===== src/rtl/image_pkg.sv =====
// rtl/image_pkg.sv - shared state encoding and frame geometry defaults for the frame writer and readout
package image_pkg;

  localparam int IMG_W_DEFAULT       = 320;
  localparam int IMG_H_DEFAULT       = 240;
  localparam int DATA_W_DEFAULT      = 16;
  localparam int BANK_OFFSET_DEFAULT = 76800;

  typedef enum logic [2:0] {
    ST_IDLE    = 3'd0,
    ST_ARM     = 3'd1,
    ST_CAPTURE = 3'd2,
    ST_DRAIN   = 3'd3,
    ST_DONE    = 3'd4
  } state_e;

  function automatic int pix_count(input int w, input int h);
    return w * h;
  endfunction

endpackage


===== src/rtl/sync_pixel_fifo.sv =====
// rtl/sync_pixel_fifo.sv - synchronous skid FIFO between camera beats and the SRAM write engine
// Ports: clk, rst (sync, active-high); push/push_data in; pop in, pop_data out (head entry,
//        valid while !empty); full, empty, count status.
module sync_pixel_fifo #(
  parameter int WIDTH = 8,
  parameter int DEPTH = 4
) (
  input  logic                     clk,
  input  logic                     rst,
  input  logic                     push,
  input  logic [WIDTH-1:0]         push_data,
  input  logic                     pop,
  output logic [WIDTH-1:0]         pop_data,
  output logic                     full,
  output logic                     empty,
  output logic [$clog2(DEPTH):0]   count
);

  localparam int PTR_W = $clog2(DEPTH);
  localparam logic [PTR_W:0] FULL_CNT = (PTR_W + 1)'(DEPTH);

  logic [WIDTH-1:0] mem_q [DEPTH];
  logic [WIDTH-1:0] mem_d [DEPTH];
  logic [PTR_W-1:0] rd_ptr_q, rd_ptr_d;
  logic [PTR_W-1:0] wr_ptr_q, wr_ptr_d;
  logic [PTR_W:0]   count_q, count_d;
  logic             do_push, do_pop;

  always_comb begin
    do_pop   = pop && (count_q != '0);
    // A pop in the same cycle frees a slot, so a push into a full FIFO is still accepted.
    do_push  = push && ((count_q != FULL_CNT) || do_pop);
    mem_d    = mem_q;
    rd_ptr_d = rd_ptr_q;
    wr_ptr_d = wr_ptr_q;
    count_d  = count_q;
    if (do_push) begin
      mem_d[wr_ptr_q] = push_data;
      wr_ptr_d        = wr_ptr_q + PTR_W'(1);
    end
    if (do_pop) begin
      rd_ptr_d = rd_ptr_q + PTR_W'(1);
    end
    case ({do_push, do_pop})
      2'b10:   count_d = count_q + (PTR_W + 1)'(1);
      2'b01:   count_d = count_q - (PTR_W + 1)'(1);
      default: count_d = count_q;
    endcase
  end

  always_ff @(posedge clk) begin
    if (rst) begin
      mem_q    <= '{default: '0};
      rd_ptr_q <= '0;
      wr_ptr_q <= '0;
      count_q  <= '0;
    end else begin
      mem_q    <= mem_d;
      rd_ptr_q <= rd_ptr_d;
      wr_ptr_q <= wr_ptr_d;
      count_q  <= count_d;
    end
  end

  assign pop_data = mem_q[rd_ptr_q];
  assign full     = (count_q == FULL_CNT);
  assign empty    = (count_q == '0);
  assign count    = count_q;

endmodule


===== src/rtl/image_frame_writer.sv =====
// rtl/image_frame_writer.sv - captures camera frames into SRAM, optional ping-pong between two banks
// Ports: wclk, rst (sync, active-high); enable, continuous control; cam_addr/cam_data/cam_we camera
//        beats in; sram_sel/sram_we/sram_oe/sram_data/sram_addr SRAM write port out;
//        busy, done, done_bank, overflow status out.
module image_frame_writer
  import image_pkg::*;
#(
  parameter int IMG_W       = IMG_W_DEFAULT,
  parameter int IMG_H       = IMG_H_DEFAULT,
  parameter int DATA_W      = DATA_W_DEFAULT,
  parameter int CAM_ADDR_W  = 17,
  parameter int SRAM_ADDR_W = 19,
  parameter int FIFO_DEPTH  = 4,
  parameter int WR_CYCLES   = 2,
  parameter int BANK_OFFSET = BANK_OFFSET_DEFAULT
) (
  input  logic                   wclk,
  input  logic                   rst,
  input  logic                   enable,
  input  logic                   continuous,
  input  logic [CAM_ADDR_W-1:0]  cam_addr,
  input  logic [DATA_W-1:0]      cam_data,
  input  logic                   cam_we,
  output logic                   sram_sel,
  output logic                   sram_we,
  output logic                   sram_oe,
  output logic [DATA_W-1:0]      sram_data,
  output logic [SRAM_ADDR_W-1:0] sram_addr,
  output logic                   busy,
  output logic                   done,
  output logic                   done_bank,
  output logic                   overflow
);

  localparam int                     PIX_COUNT  = pix_count(IMG_W, IMG_H);
  localparam logic [CAM_ADDR_W-1:0]  LAST_IDX   = CAM_ADDR_W'(PIX_COUNT - 1);
  localparam logic [SRAM_ADDR_W-1:0] BANK1_BASE = SRAM_ADDR_W'(BANK_OFFSET);
  localparam int                     PH_W       = $clog2(WR_CYCLES + 1);
  localparam logic [PH_W-1:0]        PH_LAST_WE = PH_W'(WR_CYCLES - 1);
  localparam logic [PH_W-1:0]        PH_GAP     = PH_W'(WR_CYCLES);
  localparam int                     ENTRY_W    = CAM_ADDR_W + DATA_W;

  state_e                 state_q, state_d;
  logic                   bank_q, bank_d;
  logic                   overflow_q, overflow_d;
  logic                   eng_active_q, eng_active_d;
  logic [PH_W-1:0]        ph_q, ph_d;
  logic                   we_q, we_d;
  logic [SRAM_ADDR_W-1:0] addr_q, addr_d;
  logic [DATA_W-1:0]      data_q, data_d;

  logic                   push, pop, drop;
  logic [ENTRY_W-1:0]     pop_data;
  logic                   fifo_full, fifo_empty;
  logic [$clog2(FIFO_DEPTH):0] fifo_count;
  logic                   beat_first, beat_in_range, beat_last;
  logic                   eng_free, eng_en;

  sync_pixel_fifo #(
    .WIDTH (ENTRY_W),
    .DEPTH (FIFO_DEPTH)
  ) u_fifo (
    .clk       (wclk),
    .rst       (rst),
    .push      (push),
    .push_data ({cam_addr, cam_data}),
    .pop       (pop),
    .pop_data  (pop_data),
    .full      (fifo_full),
    .empty     (fifo_empty),
    .count     (fifo_count)
  );

  assign beat_first    = cam_we && (cam_addr == '0);
  assign beat_in_range = cam_we && (cam_addr <= LAST_IDX);
  assign beat_last     = cam_we && (cam_addr == LAST_IDX);
  // The gap cycle already counts as free so the next entry loads right behind it.
  assign eng_free      = !eng_active_q || (ph_q == PH_GAP);
  assign eng_en        = (state_q == ST_ARM) || (state_q == ST_CAPTURE) || (state_q == ST_DRAIN);
  assign pop           = eng_en && eng_free && !fifo_empty;

  always_ff @(posedge wclk) begin
    if (rst) begin
      state_q <= ST_IDLE;
    end else begin
      state_q <= state_d;
    end
  end

  always_comb begin
    state_d = state_q;
    case (state_q)
      ST_IDLE: begin
        if (enable) state_d = ST_ARM;
      end
      ST_ARM: begin
        if (!enable)         state_d = ST_IDLE;
        else if (beat_first) state_d = beat_last ? ST_DRAIN : ST_CAPTURE;
      end
      ST_CAPTURE: begin
        if (beat_last) state_d = ST_DRAIN;
      end
      ST_DRAIN: begin
        if ((fifo_count == '0) && eng_free) state_d = ST_DONE;
      end
      ST_DONE: begin
        state_d = (continuous && enable) ? ST_ARM : ST_IDLE;
      end
      default: state_d = ST_IDLE;
    endcase
  end

  always_comb begin
    push = 1'b0;
    if (state_q == ST_ARM)     push = enable && beat_first;
    if (state_q == ST_CAPTURE) push = beat_in_range;
    drop      = push && fifo_full && !pop;
    busy      = (state_q == ST_ARM) || (state_q == ST_CAPTURE);
    done      = (state_q == ST_DONE);
    done_bank = done && bank_q;
  end

  always_comb begin
    bank_d = bank_q;
    if ((state_q == ST_DONE) && continuous && enable) bank_d = ~bank_q;

    overflow_d = overflow_q;
    if ((state_q == ST_IDLE) && enable) overflow_d = 1'b0;
    else if (drop)                      overflow_d = 1'b1;

    eng_active_d = eng_active_q;
    ph_d         = ph_q;
    we_d         = we_q;
    addr_d       = addr_q;
    data_d       = data_q;
    if (eng_active_q) begin
      if (ph_q == PH_GAP) eng_active_d = 1'b0;
      else                ph_d = ph_q + PH_W'(1);
      if (ph_q == PH_LAST_WE) we_d = 1'b0;
    end
    if (pop) begin
      eng_active_d = 1'b1;
      ph_d         = '0;
      we_d         = 1'b1;
      addr_d       = (bank_q ? BANK1_BASE : '0) + SRAM_ADDR_W'(pop_data[ENTRY_W-1:DATA_W]);
      data_d       = pop_data[DATA_W-1:0];
    end
  end

  always_ff @(posedge wclk) begin
    if (rst) begin
      bank_q       <= 1'b0;
      overflow_q   <= 1'b0;
      eng_active_q <= 1'b0;
      ph_q         <= '0;
      we_q         <= 1'b0;
      addr_q       <= '0;
      data_q       <= '0;
    end else begin
      bank_q       <= bank_d;
      overflow_q   <= overflow_d;
      eng_active_q <= eng_active_d;
      ph_q         <= ph_d;
      we_q         <= we_d;
      addr_q       <= addr_d;
      data_q       <= data_d;
    end
  end

  assign sram_sel  = we_q;
  assign sram_we   = we_q;
  assign sram_oe   = 1'b0;
  assign sram_addr = addr_q;
  assign sram_data = data_q;
  assign overflow  = overflow_q;

endmodule


===== config.mk =====
export PLATFORM = sky130hd
export DESIGN_NAME = image_frame_writer
export DESIGN_NICKNAME = d
export VERILOG_FILES = /design/src/rtl/image_pkg.sv /design/src/rtl/sync_pixel_fifo.sv /design/src/rtl/image_frame_writer.sv
export SDC_FILE = /design/constraint.sdc
export NUM_CORES = 1
export LEC_CHECK = 0
export BUFFER_PORTS_ARGS = -buffer_cell sky130_fd_sc_hd__buf_4
export CORE_MARGIN = 4
export CORE_UTILIZATION = 31
export DETAILED_ROUTE_END_ITERATION = 6
export PLACE_DENSITY = 0.47
export SYNTH_ARGS = -nofsm -noshare
export SYNTH_HDL_FRONTEND = slang
export SYNTH_SLANG_ARGS = --single-unit

===== constraint.sdc =====
create_clock -name wclk -period 5.6 [get_ports wclk]
set_input_delay 1.12 -clock wclk [delete_from_list [all_inputs] [get_ports wclk]]
set_output_delay 1.12 -clock wclk [all_outputs]
set_load 0.01 [all_outputs]

==> impl_summary.log, run 1 <==
INFO  metric finalMaxSlewViolations = 0
INFO  metric number_of_global_route_vias_before_repair = 5393
INFO  metric final_period_utilization = 66.8%
INFO  metric place_congestion = 0.717
INFO  metric dpl_worst_slack = 1400 ps
INFO  metric cts_num_sinks = 182
INFO  metric clock_tree.buffer_depth = 2
INFO  metric drt-wirelength-per-cell = 16.6 µm
INFO  metric final_net_count = 863
INFO  metric cp_data_arrival_time = 4090 ps
INFO  metric cts_tree = yes
INFO  metric grt_start_max_net_pins = 75
INFO  metric synth_area = 7800 µm²
INFO  metric multi_input_comb_area = 3880 µm²
INFO  metric synth_edf_count = 0
INFO  metric grt_use_total = 14.0%
INFO  metric detailedRoute.firstIterationViolations = 304
INFO  metric final_critical_path_setup_slack = 1860 ps
INFO  metric slew_headroom = 37.1%
INFO  metric placement.cell_area = 8620 µm²
INFO  metric pwr_density_cell = 278 nW/µm²
INFO  metric place.port_buffers = 77
INFO  metric post-route-min-period = 3740 ps
INFO  metric detail_routed_via_count_per_cell = 4.70
INFO  metric synth-async-reset-ratio = 0%
INFO  metric yosysWarnings = 0
INFO  metric hold_ws = 455 ps
INFO  metric yosysSeqAreaShare = 46.7%
INFO  metric worstSetupStartpointType = primary input
INFO  metric synth_cells = 763
INFO  metric hold_class = flop to flop
INFO  metric ys_ff_latch = 182
INFO  metric peakVddDrop = 159 µV
INFO  metric hpwl_detailed = 11.8 mm
INFO  metric clk_pin_slew_worst_paths = 70 ps
INFO  metric cts_made_buffers = 17
INFO  metric clock_insertion_delay_worst_skew = 440 ps
INFO  metric grtUsageMet3 = 2.77%
INFO  metric drc_errors = 0
INFO  metric fmax = 267 MHz
INFO  metric post_synth_num_cell_types = 49
INFO  metric power.total = 2.56 mW
INFO  metric fin_util = 37.5%
INFO  metric maxCapViolations = 0
INFO  metric die_area = 27800 µm²
INFO  metric rows = 57
INFO  metric timing_worst_slew_pin_value = 939 ps
INFO  metric synth.avg_cell_area = 10.2 µm²
INFO  metric leakagePower = 4.31 nW
INFO  metric antenna_found_initial = 0
INFO  metric critPathCaptureType = flop
INFO  metric grtUsageMet1 = 19.7%
INFO  metric critPathRequiredTime = 5960 ps
INFO  metric io-pin-count = 80
INFO  metric coreArea = 24500 µm²
INFO  metric diodes = 0
INFO  metric htree_num_levels = 4
INFO  metric hold_buffers = 0
INFO  metric postCtsSetupRepairBufs = 0
INFO  metric floorplan.initialDensity = 31.8%
INFO  metric layout_commonest_cell = dfxtp_1
INFO  metric setup-tns-final = 0 ps
INFO  metric first_pass_iters = 6
INFO  metric rsz0062_at_grt = false
INFO  metric fin_worst_skew = 14.3 ps
INFO  metric timing_worst_setup_path_type = primary input to flop
INFO  metric design_area = 9200 µm²
INFO  metric fillerInstances = 2540
INFO  metric layout_common_cells = 180 x dfxtp_1, 154 x nor2_1, 134 x mux2i_1
INFO  metric drive_above_1_share = 19.6%
INFO  metric outcome = complete, no violations
INFO  metric dp_cells = 1118
INFO  metric globalRoute.totalOverflow = 0
INFO  metric storage_element_area = 3650 µm²
INFO  metric wire_length_reported_by_the_detailed_router = 19.1 mm
INFO  metric post_layout_nonfiller_instances = 1150
INFO  metric via_count = 5405
INFO  metric setup_viol = 0
INFO  metric gr-usage-met2 = 22.0%
INFO  metric die-height = 167 µm
INFO  metric ctsRootBufferMaster = clkbuf_16
INFO  metric postRouteAntennaNets = 0
INFO  metric worst_path_max_fanout = 9
INFO  metric hold_viol = 0
INFO  metric first_pass_grt_wire_length = 31.0 mm
INFO  metric layout-area-overhead-vs-synth = 18.0%
INFO  metric die-width = 167 µm
INFO  metric synth_top_flop_cell = dfxtp_1
INFO  metric cts.repair.resized = 0
INFO  metric globalRoute.busiestLayer = met2
[flip-flops by register name, summed over array words and instances (netlist names)]
register / flops
state_q: 3
ph_q: 2
eng_active_q: 1
overflow: 1
u_fifo.count: 3
u_fifo.rd_ptr_q: 2
u_fifo.wr_ptr_q: 2
bank_q: 1
u_fifo.mem_q: 132
sram_addr: 18
sram_sel: 1
sram_data: 16
[cell type report]
class | instances | area share [%]
flip-flops and latches | 182 | 39.6
clock inverters | 14 | 1.63
well taps | 324 | 4.41
clock buffers | 18 | 4.67
inverters | 9 | 0.367
multi-input cells | 516 | 42.1
repair buffers | 87 | 7.14
[cells by family after synthesis]
group | share of synthesized area [%]
and+or+nand+nor | 14.1
buffers and inverters | 4.12
AOI/OAI and AO/OA | 4.88
adders and majority gates | 2.12
muxes | 26.9
DFF | 46.7
xor gates and xnor gates | 1.12
other | 0.0481
[worst paths after layout]
| check | slack [ps] | start | endpoint | depth (start not counted) |
|---|---|---|---|---|
| setup / recovery | 1860 | cam_addr[10] | u_fifo.count[2]$_SDFFE_PP0P_ | 10 |
| hold / removal | 450 | sram_data[1]$_SDFFE_PP0P_ | sram_data[1]$_SDFFE_PP0P_ | 2 |
| setup reg to reg | 2100 | ph_q[0]$_SDFFE_PP0P_ | u_fifo.count[2]$_SDFFE_PP0P_ | 10 |
| hold reg to reg | 450 | sram_data[1]$_SDFFE_PP0P_ | sram_data[1]$_SDFFE_PP0P_ | 2 |
[Yosys cell counts, types with 4 or more instances]
library cell / number / area, µm²
clkbuf_1: 32 / 120
nor2_1: 154 / 578
nand2_1: 71 / 267
nor2b_1: 4 / 25.0
dfxtp_1: 182 / 3640
inv_1: 9 / 33.8
a21oi_1: 36 / 180
ha_1: 10 / 125
xnor2_1: 7 / 61.3
a211oi_1: 5 / 37.5
mux2i_1: 134 / 1340
mux4_2: 33 / 743
a31oi_1: 4 / 25.0
o211ai_2: 4 / 50.1
buf_2: 7 / 35.0
nor3_1: 4 / 20.0
nand3_1: 7 / 35.0
buf_4: 15 / 113
[per-layer routing]
metal / part of all wire (%) / wire length (µm) / vias to the layer above
li1: - / - / 2725
met1: 51 / 9670 / 2597
met2: 45 / 8630 / 69
met3: 3.0 / 570 / 14
met4: 1.0 / 195 / 0
met5: 0 / 0 / -
[critical path: stages]
cell	delay, ps
buf_4	130
nor4_2	380
nand4_1	250
nor3_4	560
or2_1	310
nor2_1	80
fa_1	450
or4b_1	530
a21o_1	170
a31oi_1	110
[report_power, final]
part | leakage [nW] | internal, mW | switching, mW
logic | 2.56 | 0.0261 | 0.0498
clock network | 0.286 | 0.600 | 0.589
registers | 1.47 | 1.29 | 0.00142
(Power assumes the default switching activity.)
==> inputs of run 2 (changes only) <==
- PLACE_DENSITY: 0.47 -> 0.49
- clock period: 5.6 -> 3.4 ns (I/O delays scaled with it)
==> impl_summary.log, run 2 (same netlist as run 1, synthesis figures left out) <==
INFO  metric outcome = complete, no violations
INFO  metric io-pin-count = 80
INFO  metric htree_num_levels = 4
INFO  metric register_name_with_the_most_flops = u_fifo.mem_q
INFO  metric wire_length_reported_by_the_detailed_router = 18.7 mm
INFO  metric globalRoute.busiestLayer = met2
INFO  metric layout-area-overhead-vs-synth = 19.8%
INFO  metric drc_errors = 0
INFO  metric clk_pin_slew_worst_paths = 80 ps
INFO  metric storage_element_area = 3650 µm²
INFO  metric cts.repair.resized = 0
INFO  metric gr-usage-met2 = 22.1%
INFO  metric critPathCaptureType = flop
INFO  metric p_int = 3.31 mW
INFO  metric fmax = 369 MHz
INFO  metric timing_worst_slew_pin_value = 617 ps
INFO  metric globalRoute.totalOverflow = 0
INFO  metric clock_power_share = 48.1%
INFO  metric coreArea = 24500 µm²
INFO  metric grtUsageMet1 = 18.9%
INFO  metric grt_start_max_net_pins = 77
INFO  metric drt-wirelength-per-cell = 16.2 µm
INFO  metric final_net_count = 873
INFO  metric layout_common_cells = 180 x dfxtp_1, 154 x nor2_1, 134 x mux2i_1
INFO  metric cts_tree = yes
INFO  metric setup-tns-final = 0 ps
INFO  metric die-height = 167 µm
INFO  metric worstPathCellList = buf_4, nor4_2, nand4_1, nor3_4, or2_1, nor2_1, fa_1, or4b_1, a21o_1, a31oi_1
INFO  metric die-width = 167 µm
INFO  metric switching_power = 1.05 mW
INFO  metric worst_path_largest_cell_delay = 540 ps
INFO  metric first_pass_iters = 4
INFO  metric peakVddDrop = 280 µV
INFO  metric clock_tree.buffer_depth = 2
INFO  metric postCtsSetupRepairBufs = 0
INFO  metric place_congestion = 0.742
INFO  metric clock_insertion_delay_worst_skew = 430 ps
INFO  metric detailedRoute.firstIterationViolations = 234
INFO  metric critPathTopFamily = simple AND/OR/NAND/NOR gates
INFO  metric finalMaxSlewViolations = 0
INFO  metric maxCapViolations = 0
INFO  metric fin_util = 38.1%
INFO  metric floorplan.initialDensity = 31.8%
INFO  metric hold_buffers = 0
INFO  metric dp_cells = 1128
INFO  metric fin_worst_skew = 14.4 ps
INFO  metric cp_data_arrival_time = 3050 ps
INFO  metric multi_input_comb_area = 3880 µm²
INFO  metric final_period_utilization = 79.6%
INFO  metric die_area = 27800 µm²
INFO  metric hold_class = flop to flop
INFO  metric grt_use_total = 13.8%
INFO  metric portion_of_total_power_attributed_to_sequential_cells = 48.9%
INFO  metric grtUsageMet3 = 2.61%
INFO  metric slew_headroom = 58.9%
INFO  metric largest_reg_flops = 132
INFO  metric p_sw_share = 24.1%
INFO  metric number_of_global_route_vias_before_repair = 5558
INFO  metric diodes = 0
INFO  metric postRouteAntennaNets = 0
INFO  metric setup_viol = 0
INFO  metric timing_worst_setup_path_type = primary input to flop
INFO  metric first_pass_grt_wire_length = 30.6 mm
INFO  metric worstSetupStartpointType = primary input
INFO  metric hpwl_detailed = 11.9 mm
INFO  metric hold_viol = 0
INFO  metric antenna_found_initial = 0
INFO  metric post_layout_nonfiller_instances = 1160
INFO  metric layout_commonest_cell = dfxtp_1
INFO  metric detail_routed_via_count_per_cell = 4.78
INFO  metric pwr_density_cell = 467 nW/µm²
INFO  metric drive_above_1_share = 20.7%
INFO  metric cts_made_buffers = 17
INFO  metric post-route-min-period = 2710 ps
INFO  metric via_count = 5539
INFO  metric critical-path-slowest-cell = or4b_1
INFO  metric cts_num_sinks = 182
INFO  metric place.port_buffers = 77
INFO  metric crit_path_buf_inv_count = 1
INFO  metric comb_power_share = 2.9%
INFO  metric hold_ws = 456 ps
INFO  metric leakagePower = 4.38 nW
INFO  metric fillerInstances = 2541
INFO  metric worst_path_max_fanout = 6
INFO  metric rsz0062_at_grt = false
INFO  metric critPathRequiredTime = 3750 ps
INFO  metric rows = 57
INFO  metric ctsRootBufferMaster = clkbuf_16
==> run 2: changes by cell type in the layout (fill, tap and decap cells not counted) <==
cell,delta
buf_12,+1
clkinvlp_4,+1
buf_4,+9
inv_6,-2
bufinv_16,+2
inv_8,-2
clkinv_8,+2
clkbuf_1,-1
==> run 2: stage by stage <==
stage / setup WS [ps] / instance area, µm² / power (mW)
floorplan: 238 / 7800 / 2.24
global placement: 289 / 8710 / 2.31
detailed placement: 232 / 8710 / 2.31
CTS: 677 / 9340 / 4.43
global route: 514 / 9340 / 4.52
finish: 692 / 9340 / 4.36
==> run 2: area by class of cell <==
cell class | instances | area share (%)
flip-flops and latches | 182 | 39.0
inverters | 9 | 0.362
well taps | 324 | 4.34
clock inverters | 15 | 2.25
repair buffers | 97 | 7.97
clock buffers | 17 | 4.55
multi-input cells | 516 | 41.5
==> run 2: power by group through the flow <==
stage	sequential [mW]	clock (mW)	combinational [mW]
4_1_cts	2.13	2.17	0.131
3_3_place_gp	2.18	0	0.131
3_5_place_dp	2.18	0	0.130
6_report	2.13	2.10	0.128
5_1_grt	2.13	2.24	0.140
2_1_floorplan	2.18	0	0.0547
==> run 2: path summary, 6_finish.rpt <==
check | slack (ps) | end | cells past startpoint | start
min reg2reg | 460 | sram_data[9]$_SDFFE_PP0P_ | 2 | sram_data[9]$_SDFFE_PP0P_
max | 690 | u_fifo.count[2]$_SDFFE_PP0P_ | 10 | cam_addr[10]
max reg2reg | 710 | u_fifo.count[2]$_SDFFE_PP0P_ | 11 | ph_q[0]$_SDFFE_PP0P_
min | 460 | sram_data[9]$_SDFFE_PP0P_ | 2 | sram_data[9]$_SDFFE_PP0P_
==> run 2: metal layers <==
metal,vias up,share of wire (%)
met3,17,2.6
met2,83,45
met4,0,1.3
met5,-,0
met1,2702,51
li1,2737,-
==> run 2: worst min-delay path: cells and delay by family, from the launching register on <==
family / cells / cell delay, ps
AND/OR/NAND/NOR: 1 / 50
flip-flops: 1 / 310
AO/OA/AOI/OAI: 1 / 50
==> inputs of run 3 (changes only) <==
- PLACE_DENSITY: 0.49 -> 0.47
- clock period: 3.4 -> 2.5 ns (I/O delays scaled with it)
==> impl_summary.log, run 3 (same netlist as run 1, synthesis figures left out) <==
INFO  metric worst_r2r_path_depth = 10
INFO  metric die_area = 27800 µm²
INFO  metric diodes = 0
INFO  metric worst_path_max_fanout = 15
INFO  metric number_of_global_route_vias_before_repair = 5601
INFO  metric maxCapViolations = 0
INFO  metric die-width = 167 µm
INFO  metric wire_length_reported_by_the_detailed_router = 19.3 mm
INFO  metric cts_tree = yes
INFO  metric setup-tns-final = 0 ps
INFO  metric setup_viol = 0
INFO  metric layout-area-overhead-vs-synth = 23.3%
INFO  metric htree_num_levels = 4
INFO  metric drt-wirelength-per-cell = 16.2 µm
INFO  metric via_count = 5565
INFO  metric layout_common_cells = 180 x dfxtp_1, 154 x nor2_1, 134 x mux2i_1
INFO  metric power.total = 5.81 mW
INFO  metric worstPathCellList = inv_1, ha_1, nor2b_2, or3_1, buf_4, nand3_2, o211ai_4, buf_4, mux2i_1, nor2_1
INFO  metric fin_util = 39.2%
INFO  metric final_period_utilization = 91.6%
INFO  metric rows = 57
INFO  metric io-pin-count = 80
INFO  metric leakagePower = 4.54 nW
INFO  metric hold_ws = 327 ps
INFO  metric floorplan.initialDensity = 31.8%
INFO  metric worst_path_largest_cell_delay = 370 ps
INFO  metric post-route-min-period = 2290 ps
INFO  metric grt_use_total = 14.0%
INFO  metric critPathRequiredTime = 2800 ps
INFO  metric largest_reg_flops = 132
INFO  metric pwr_density_cell = 604 nW/µm²
INFO  metric globalRoute.totalOverflow = 0
INFO  metric place_congestion = 0.745
INFO  metric critical-path-slowest-cell = dfxtp_1
INFO  metric cp_data_arrival_time = 2590 ps
INFO  metric first_pass_iters = 4
INFO  metric fmax = 437 MHz
INFO  metric hold_buffers = 0
INFO  metric clock_insertion_delay_worst_skew = 430 ps
INFO  metric coreArea = 24500 µm²
INFO  metric clock_tree.buffer_depth = 2
INFO  metric hpwl_detailed = 12.6 mm
INFO  metric worstSetupStartpointType = flop
INFO  metric cts_num_sinks = 182
INFO  metric timing_worst_slew_pin_value = 577 ps
INFO  metric register_name_with_the_most_flops = u_fifo.mem_q
INFO  metric layout_commonest_cell = dfxtp_1
INFO  metric hold_viol = 0
INFO  metric finalMaxSlewViolations = 0
INFO  metric fin_worst_skew = 16.5 ps
INFO  metric hold_depth = 3
INFO  metric clk_pin_slew_worst_paths = 80 ps
INFO  metric peakVddDrop = 352 µV
INFO  metric place.port_buffers = 77
INFO  metric drc_errors = 0
INFO  metric critPathMostFrequentCell = buf_4
INFO  metric hold_class = primary input to flop
INFO  metric first_pass_grt_wire_length = 31.4 mm
INFO  metric antenna_found_initial = 0
INFO  metric rsz0062_at_grt = false
INFO  metric outcome = complete, no violations
INFO  metric timing_worst_setup_path_type = flop to flop
INFO  metric grt_start_max_net_pins = 70
INFO  metric critPathCaptureType = flop
INFO  metric ctsRootBufferMaster = clkbuf_16
INFO  metric detail_routed_via_count_per_cell = 4.68
INFO  metric detailedRoute.firstIterationViolations = 286
INFO  metric drive_above_1_share = 23.9%
INFO  metric postRouteAntennaNets = 0
INFO  metric slew_headroom = 61.5%
INFO  metric cts_made_buffers = 17
INFO  metric die-height = 167 µm
INFO  metric final_net_count = 903
==> run 3: stage by stage <==
stage | std cells | setup WS (ps) | instance area [µm²]
3_3_place_gp | 1158 | -276 | 9010
3_5_place_dp | 1158 | -279 | 9010
5_1_grt | 1190 | 11.0 | 9610
4_1_cts | 1190 | 132 | 9610
2_1_floorplan | 764 | -311 | 7830
6_report | 1190 | 211 | 9610
==> run 3: area by class of cell <==
cell class                 count  area (µm²)
fill                        2519       14900
multi-input combinational    516        3900
sequential                   182        3650
timing repair buffer         127        1030
clock buffer                  17         425
tap                          324         405
clock inverter                15         170
inverter                       9        33.8
==> run 3: path summary, 6_finish.rpt <==
path,from,to,slack [ps]
min reg2reg,sram_addr[14]$_SDFFE_PP0P_,sram_addr[14]$_SDFFE_PP0P_,450
max,ph_q[0]$_SDFFE_PP0P_,u_fifo.mem_q[110]$_SDFFE_PP0P_,210
min,cam_data[5],u_fifo.mem_q[38]$_SDFFE_PP0P_,330
max reg2reg,ph_q[0]$_SDFFE_PP0P_,u_fifo.mem_q[110]$_SDFFE_PP0P_,210
==> run 3: power breakdown <==
part | switching [mW] | internal (mW)
combinational | 0.122 | 0.0841
sequential | 0.00346 | 2.90
clock | 1.34 | 1.36
total | 1.47 | 4.34
==> run 3: timing repair <==
action,in CTS,in global routing
gates resized for setup,0,1
setup buffers,0,0
setup endpoints to repair,0,1
==> run 3: routing by layer <==
layer,GRT usage [%],up-vias,wire [µm]
met3,2.47,22,493
met4,3.81,0,290
met5,0,-,0
met1,19.7,2664,9670
met2,22.4,80,8820
li1,-,2799,-
==> run 3: worst max-delay path, delay by kind of cell, from the launching register on <==
family	cells	cell delay [ps]
AOI/OAI and AO/OA	1	200
adders and majority gates	1	200
muxes	1	230
buffers and inverters	3	560
DFF	1	370
and+or+nand+nor	4	590
